File: src/rtl/keyboard_ctl.sv
// PS/2 set-2 scan-code parser producing mutually exclusive move-left/move-right levels.
// Whichever side was pressed last wins while both sides are held.
module keyboard_ctl #(
  parameter bit ALT_KEYS_EN = 1'b1
) (
  input  logic       clk,
  input  logic       rst,
  input  logic [7:0] rx_data,
  input  logic       rx_valid,
  output logic       m_left,
  output logic       m_right
);

  localparam logic [7:0] CODE_EXT   = 8'hE0;
  localparam logic [7:0] CODE_BRK   = 8'hF0;
  localparam logic [7:0] CODE_LARR  = 8'h6B;
  localparam logic [7:0] CODE_RARR  = 8'h74;
  localparam logic [7:0] CODE_A     = 8'h1C;
  localparam logic [7:0] CODE_D     = 8'h23;

  typedef enum logic [1:0] {IDLE, EXT, BRK, EXT_BRK} state_t;

  state_t r_state;
  state_t w_state_nxt;
  logic   w_code;
  logic   w_ext;
  logic   w_brk;

  logic   r_l_arr, r_r_arr, r_a_key, r_d_key;
  logic   w_l_arr_nxt, w_r_arr_nxt, w_a_key_nxt, w_d_key_nxt;
  logic   r_last_right;
  logic   w_last_right_nxt;
  logic   w_left_held, w_right_held;
  logic   w_left_held_nxt, w_right_held_nxt;
  logic   r_m_left, r_m_right;

  // Parser: prefixes only move the FSM, any other byte completes a code.
  always_comb begin
    w_state_nxt = r_state;
    w_code      = 1'b0;
    w_ext       = 1'b0;
    w_brk       = 1'b0;
    if (rx_valid) begin
      unique case (r_state)
        IDLE: begin
          if (rx_data == CODE_EXT)      w_state_nxt = EXT;
          else if (rx_data == CODE_BRK) w_state_nxt = BRK;
          else begin
            w_code      = 1'b1;
            w_state_nxt = IDLE;
          end
        end
        EXT: begin
          if (rx_data == CODE_BRK)      w_state_nxt = EXT_BRK;
          else if (rx_data == CODE_EXT) w_state_nxt = EXT;
          else begin
            w_code      = 1'b1;
            w_ext       = 1'b1;
            w_state_nxt = IDLE;
          end
        end
        BRK: begin
          if (rx_data == CODE_BRK)      w_state_nxt = BRK;
          else if (rx_data == CODE_EXT) w_state_nxt = EXT;
          else begin
            w_code      = 1'b1;
            w_brk       = 1'b1;
            w_state_nxt = IDLE;
          end
        end
        EXT_BRK: begin
          if (rx_data == CODE_EXT)      w_state_nxt = EXT;
          else if (rx_data == CODE_BRK) w_state_nxt = EXT_BRK;
          else begin
            w_code      = 1'b1;
            w_ext       = 1'b1;
            w_brk       = 1'b1;
            w_state_nxt = IDLE;
          end
        end
        default: w_state_nxt = IDLE;
      endcase
    end
  end

  // Held-flag update; a repeated make rewrites an already-set flag, so nothing rises.
  always_comb begin
    w_l_arr_nxt = r_l_arr;
    w_r_arr_nxt = r_r_arr;
    w_a_key_nxt = r_a_key;
    w_d_key_nxt = r_d_key;
    if (w_code) begin
      if (w_ext) begin
        if (rx_data == CODE_LARR) w_l_arr_nxt = ~w_brk;
        if (rx_data == CODE_RARR) w_r_arr_nxt = ~w_brk;
      end else if (ALT_KEYS_EN) begin
        if (rx_data == CODE_A) w_a_key_nxt = ~w_brk;
        if (rx_data == CODE_D) w_d_key_nxt = ~w_brk;
      end
    end
  end

  assign w_left_held      = r_l_arr | r_a_key;
  assign w_right_held     = r_r_arr | r_d_key;
  assign w_left_held_nxt  = w_l_arr_nxt | w_a_key_nxt;
  assign w_right_held_nxt = w_r_arr_nxt | w_d_key_nxt;

  always_comb begin
    w_last_right_nxt = r_last_right;
    if (w_left_held_nxt && !w_left_held)   w_last_right_nxt = 1'b0;
    if (w_right_held_nxt && !w_right_held) w_last_right_nxt = 1'b1;
  end

  always_ff @(posedge clk) begin
    if (rst) begin
      r_state      <= IDLE;
      r_l_arr      <= 1'b0;
      r_r_arr      <= 1'b0;
      r_a_key      <= 1'b0;
      r_d_key      <= 1'b0;
      r_last_right <= 1'b1;
      r_m_left     <= 1'b0;
      r_m_right    <= 1'b0;
    end else begin
      r_state      <= w_state_nxt;
      r_l_arr      <= w_l_arr_nxt;
      r_r_arr      <= w_r_arr_nxt;
      r_a_key      <= w_a_key_nxt;
      r_d_key      <= w_d_key_nxt;
      r_last_right <= w_last_right_nxt;
      // Arbitration runs off the registered flags, giving one cycle from final byte to output.
      r_m_left     <= w_left_held  & (~w_right_held | ~r_last_right);
      r_m_right    <= w_right_held & (~w_left_held  |  r_last_right);
    end
  end

  assign m_left  = r_m_left;
  assign m_right = r_m_right;

endmodule
File: config.mk
export PLATFORM = sky130hd
export DESIGN_NAME = keyboard_ctl
export DESIGN_NICKNAME = d
export VERILOG_FILES = /design/src/rtl/keyboard_ctl.sv
export SDC_FILE = /design/constraint.sdc
export NUM_CORES = 1
export LEC_CHECK = 0
export ABC_AREA = 0
export CAP_MARGIN = 25
export CORE_AREA = 2 2 39 41
export CTS_CLUSTER_DIAMETER = 100
export DETAILED_ROUTE_END_ITERATION = 8
export DIE_AREA = 0 0 41 43
export PLACE_DENSITY = 0.68
export SYNTH_ARGS = -nofsm -noshare
export SYNTH_HDL_FRONTEND = slang
export SYNTH_SLANG_ARGS = --single-unit
File: constraint.sdc
create_clock -name clk -period 3.69 [get_ports clk]
set_clock_uncertainty 0.05 [all_clocks]
set_input_delay 0.738 -clock clk [delete_from_list [all_inputs] [get_ports clk]]
set_output_delay 0.738 -clock clk [all_outputs]
set_load 0.01 [all_outputs]
==> results summary <==
The post-synthesis sequential element count came out at 9. The total overflow left after global routing is 0. Pin placement for this block handled 13 I/O pins. The instance count of the mapped netlist is 47. The DRC violation total after the first TritonRoute iteration came out at 10. The clock root buffer is sky130_fd_sc_hd__clkbuf_4. Of all cell types, the one taking the most synthesized area is sky130_fd_sc_hd__dfxtp_1. Setup slack on the critical path of the routed design comes to 1.56 ns. The relative slew slack came out at 79.7%. The die is 41 µm wide.

In the routed design, unresolved DRC markers number 0. By instance count, the leading cell after synthesis is sky130_fd_sc_hd__dfxtp_1. The proportion of layout cells with a drive suffix above 1 came out at 11.3%. The number of hold violations in the final report is 0. The wire length of the first global-routing pass came out at 1460 µm.

The area after detailed placement came out at 598 µm². Clock latency on the worst-skew pair, taken at its later pin, is 0.26 ns. The number of nets produced by synthesis came out at 58. The via count of the first global-routing pass came out at 349. The run finished with clean final reports. Clock-pin slew was measured on the worst setup and hold paths at 0.06 ns. For this block, the routed nets add up to 933 µm of wire. The critical path data required time came out at 3.79 ns. By count the netlist is led by sky130_fd_sc_hd__dfxtp_1 (9), sky130_fd_sc_hd__nor2_1 (8), sky130_fd_sc_hd__mux2i_1 (4). The layout net count came out at 74. The repair_antennas step left the layout with diodes totalling 0. Dividing the detail-routed via count by the number of cells gives 5.17. At the pin with the least slew margin, the transition time is 0.303 ns. Dividing the detail-routed wire length by the instance count gives 12.0 µm. The static leakage power is 0.221 nW.

STA classifies the critical path startpoint as an input port. The total power consumption of the routed design came out at 197 µW. The arrival time of data at the critical path endpoint came out at 2.23 ns. The global placer's final weighted congestion came out at 0.676. The total power per unit cell area came out at 316 nW/µm².

Setup repair after global routing left no endpoint under its margin. The async set-or-reset flop fraction in the synthesized netlist came out at 0%. The post-CTS repair timing setup buffer count is 0. Across the VDD grid, the largest voltage drop is 0.115 mV. The top fanout value on the critical path came out at 6. The routed layout has 403 vias. TritonCTS built the clock tree. The primary flip-flop cell chosen by synthesis mapping is sky130_fd_sc_hd__dfxtp_1. The max-slew violation count came out at 0. The die covers 1760 µm². The initial antenna violation count came out at 0. Row generation in the floorplan step produced 14 rows.

The top-area cell type share of the netlist area came out at 39.0%. The highest attainable clock frequency is 470 MHz. Summed over all failing endpoints, the final setup total negative slack is 0 ns. The smallest hold slack came out at 0.457 ns.

The max capacitance violation total came out at 0. For this run, the register share of the synthesized area comes to 39.0%. After filler insertion, the fill cell instance count of the layout stands at 142. Counting along the longest clock path gives a buffer depth of 2. The wire-length estimate of the detail-placed layout is 712 µm.

The number of buffers added to fix hold violations after cts is 0. The number of H-tree levels is 1. In this run the mean area of a mapped cell was 9.82 µm². The initial utilization of the core area, before any placement, comes to 33.4%. In this run, CTS created clock tree buffers numbering 3.

The number of nets with antenna violations after routing came out at 0. The clock drives 9 sinks. Yosys attributes the largest share of cell area to sky130_fd_sc_hd__dfxtp_1 (39%), sky130_fd_sc_hd__mux2i_1 (8.7%), sky130_fd_sc_hd__nor2_1 (6.5%).

The post-route standard cell area excluding fillers came out at 624 µm². The number of iterations in the first detailed-routing pass is 4. The part of the cycle the worst path needs is 57.6%. The overall global routing resource usage is 12.7%. The worst setup path is captured at a flip-flop. In the final layout, the multi-input gates occupy 270 µm².

The Yosys step of the flow raised 0 warnings. The area occupied by registers came out at 180 µm². The mapped cell area came out at 462 µm².

The die height is 43 µm. Port buffering added 12 buffers. The area of the core came out at 1380 µm².

Post-CTS repair changed the size of 0 cells. From synthesis to final layout, the design area changed by 35.2%. The number of library cell types mapped by synthesis is 23.

The worst setup slack after placement is 1.29 ns. The tightest min-delay check is of the flip-flop to flip-flop type. In this run, synthesis inferred 0 flip-flops with an integrated enable.

The setup path with the least slack is of type input port to flip-flop. The pin count of the biggest net entering global routing came out at 10. The final setup violation count came out at 0. The minimum clock period after layout is 2.13 ns.
[worst paths after layout]
| kind | startpoint | to | slack, ns | cells after the start |
|---|---|---|---|---|
| hold reg to reg | r_l_arr | r_l_arr | 0.46 | 2 |
| hold / removal | r_l_arr | r_l_arr | 0.46 | 2 |
| setup reg to reg | r_state[0] | r_last_right | 2.22 | 4 |
| setup / recovery | rx_valid | r_last_right | 1.56 | 5 |
[power by group]
part / leakage, nW / total, mW / internal, mW / switching [mW]
logic: 0.134 / 0.0232 / 0.0137 / 0.00941
clock network: 0.0150 / 0.0762 / 0.0417 / 0.0345
registers: 0.0726 / 0.0980 / 0.0976 / 0.000394
[final cells by class]
| cell class | count | share of cell area, % |
|---|---|---|
| clock buffers | 4 | 4.21 |
| inverters | 2 | 1.20 |
| multi-input cells | 35 | 43.3 |
| flip-flops and latches | 9 | 28.9 |
| well taps | 16 | 3.21 |
| repair buffers | 12 | 19.2 |
[registers in the layout (all words and copies together) (netlist names)]
register	count
r_state	2
r_last_right	1
r_r_arr	1
m_left	1
r_d_key	1
r_l_arr	1
r_a_key	1
m_right	1
[critical path, stage by stage]
cell and delay [ns]:
sky130_fd_sc_hd__clkdlybuf4s50_1 0.55, sky130_fd_sc_hd__nor4b_2 0.28, sky130_fd_sc_hd__and4b_1 0.28, sky130_fd_sc_hd__o211ai_1 0.09
sky130_fd_sc_hd__a221o_1 0.29
[through the flow]
step	utilization [%]	cells
floorplan	-	47
global placement	43.2	74
detailed placement	43.2	74
CTS	45.1	78
global route	45.1	78
finish	45.1	78
[cells in the final DEF (no fill, tap or decap)]
cell / count
sky130_fd_sc_hd__clkdlybuf4s50_1: 12
sky130_fd_sc_hd__dfxtp_1: 9
sky130_fd_sc_hd__nor2_1: 8
sky130_fd_sc_hd__mux2i_1: 4
sky130_fd_sc_hd__nor3_1: 3
sky130_fd_sc_hd__clkbuf_4: 3
sky130_fd_sc_hd__inv_1: 2
sky130_fd_sc_hd__nand2_1: 2
sky130_fd_sc_hd__nor2b_1: 2
sky130_fd_sc_hd__nand4b_1: 2
sky130_fd_sc_hd__nor3b_1: 1
sky130_fd_sc_hd__nand4_1: 1
sky130_fd_sc_hd__o22ai_1: 1
sky130_fd_sc_hd__nand3b_1: 1
sky130_fd_sc_hd__nor4_4: 1
sky130_fd_sc_hd__nor4bb_4: 1
sky130_fd_sc_hd__and4bb_2: 1
sky130_fd_sc_hd__nor4b_2: 1
sky130_fd_sc_hd__and4b_1: 1
sky130_fd_sc_hd__nand2b_1: 1
sky130_fd_sc_hd__o211ai_1: 1
sky130_fd_sc_hd__a221o_1: 1
sky130_fd_sc_hd__a21oi_1: 1
sky130_fd_sc_hd__a211oi_1: 1
sky130_fd_sc_hd__clkbuf_1: 1
[cell families (layout without fill, tap and decap cells)]
family	Yosys count	after routing	synth area share [%]
compound gates	5	5	7.86
mux	4	4	8.67
simple gates	26	26	42.0
buf+inv	3	18	2.44
flops	9	9	39.0
[metal layers]
| layer | vias up | wire, µm | share of wire, % | track usage (%) |
|---|---|---|---|---|
| met2 | 14 | 417 | 45 | 17.5 |
| met5 | - | 0 | 0 | 0 |
| li1 | 203 | - | - | - |
| met1 | 182 | 420 | 45 | 16.1 |
| met4 | 0 | 33 | 3.5 | 12.0 |
| met3 | 4 | 62 | 6.6 | 1.57 |
No activity file was read; power rests on OpenSTA's default activity.
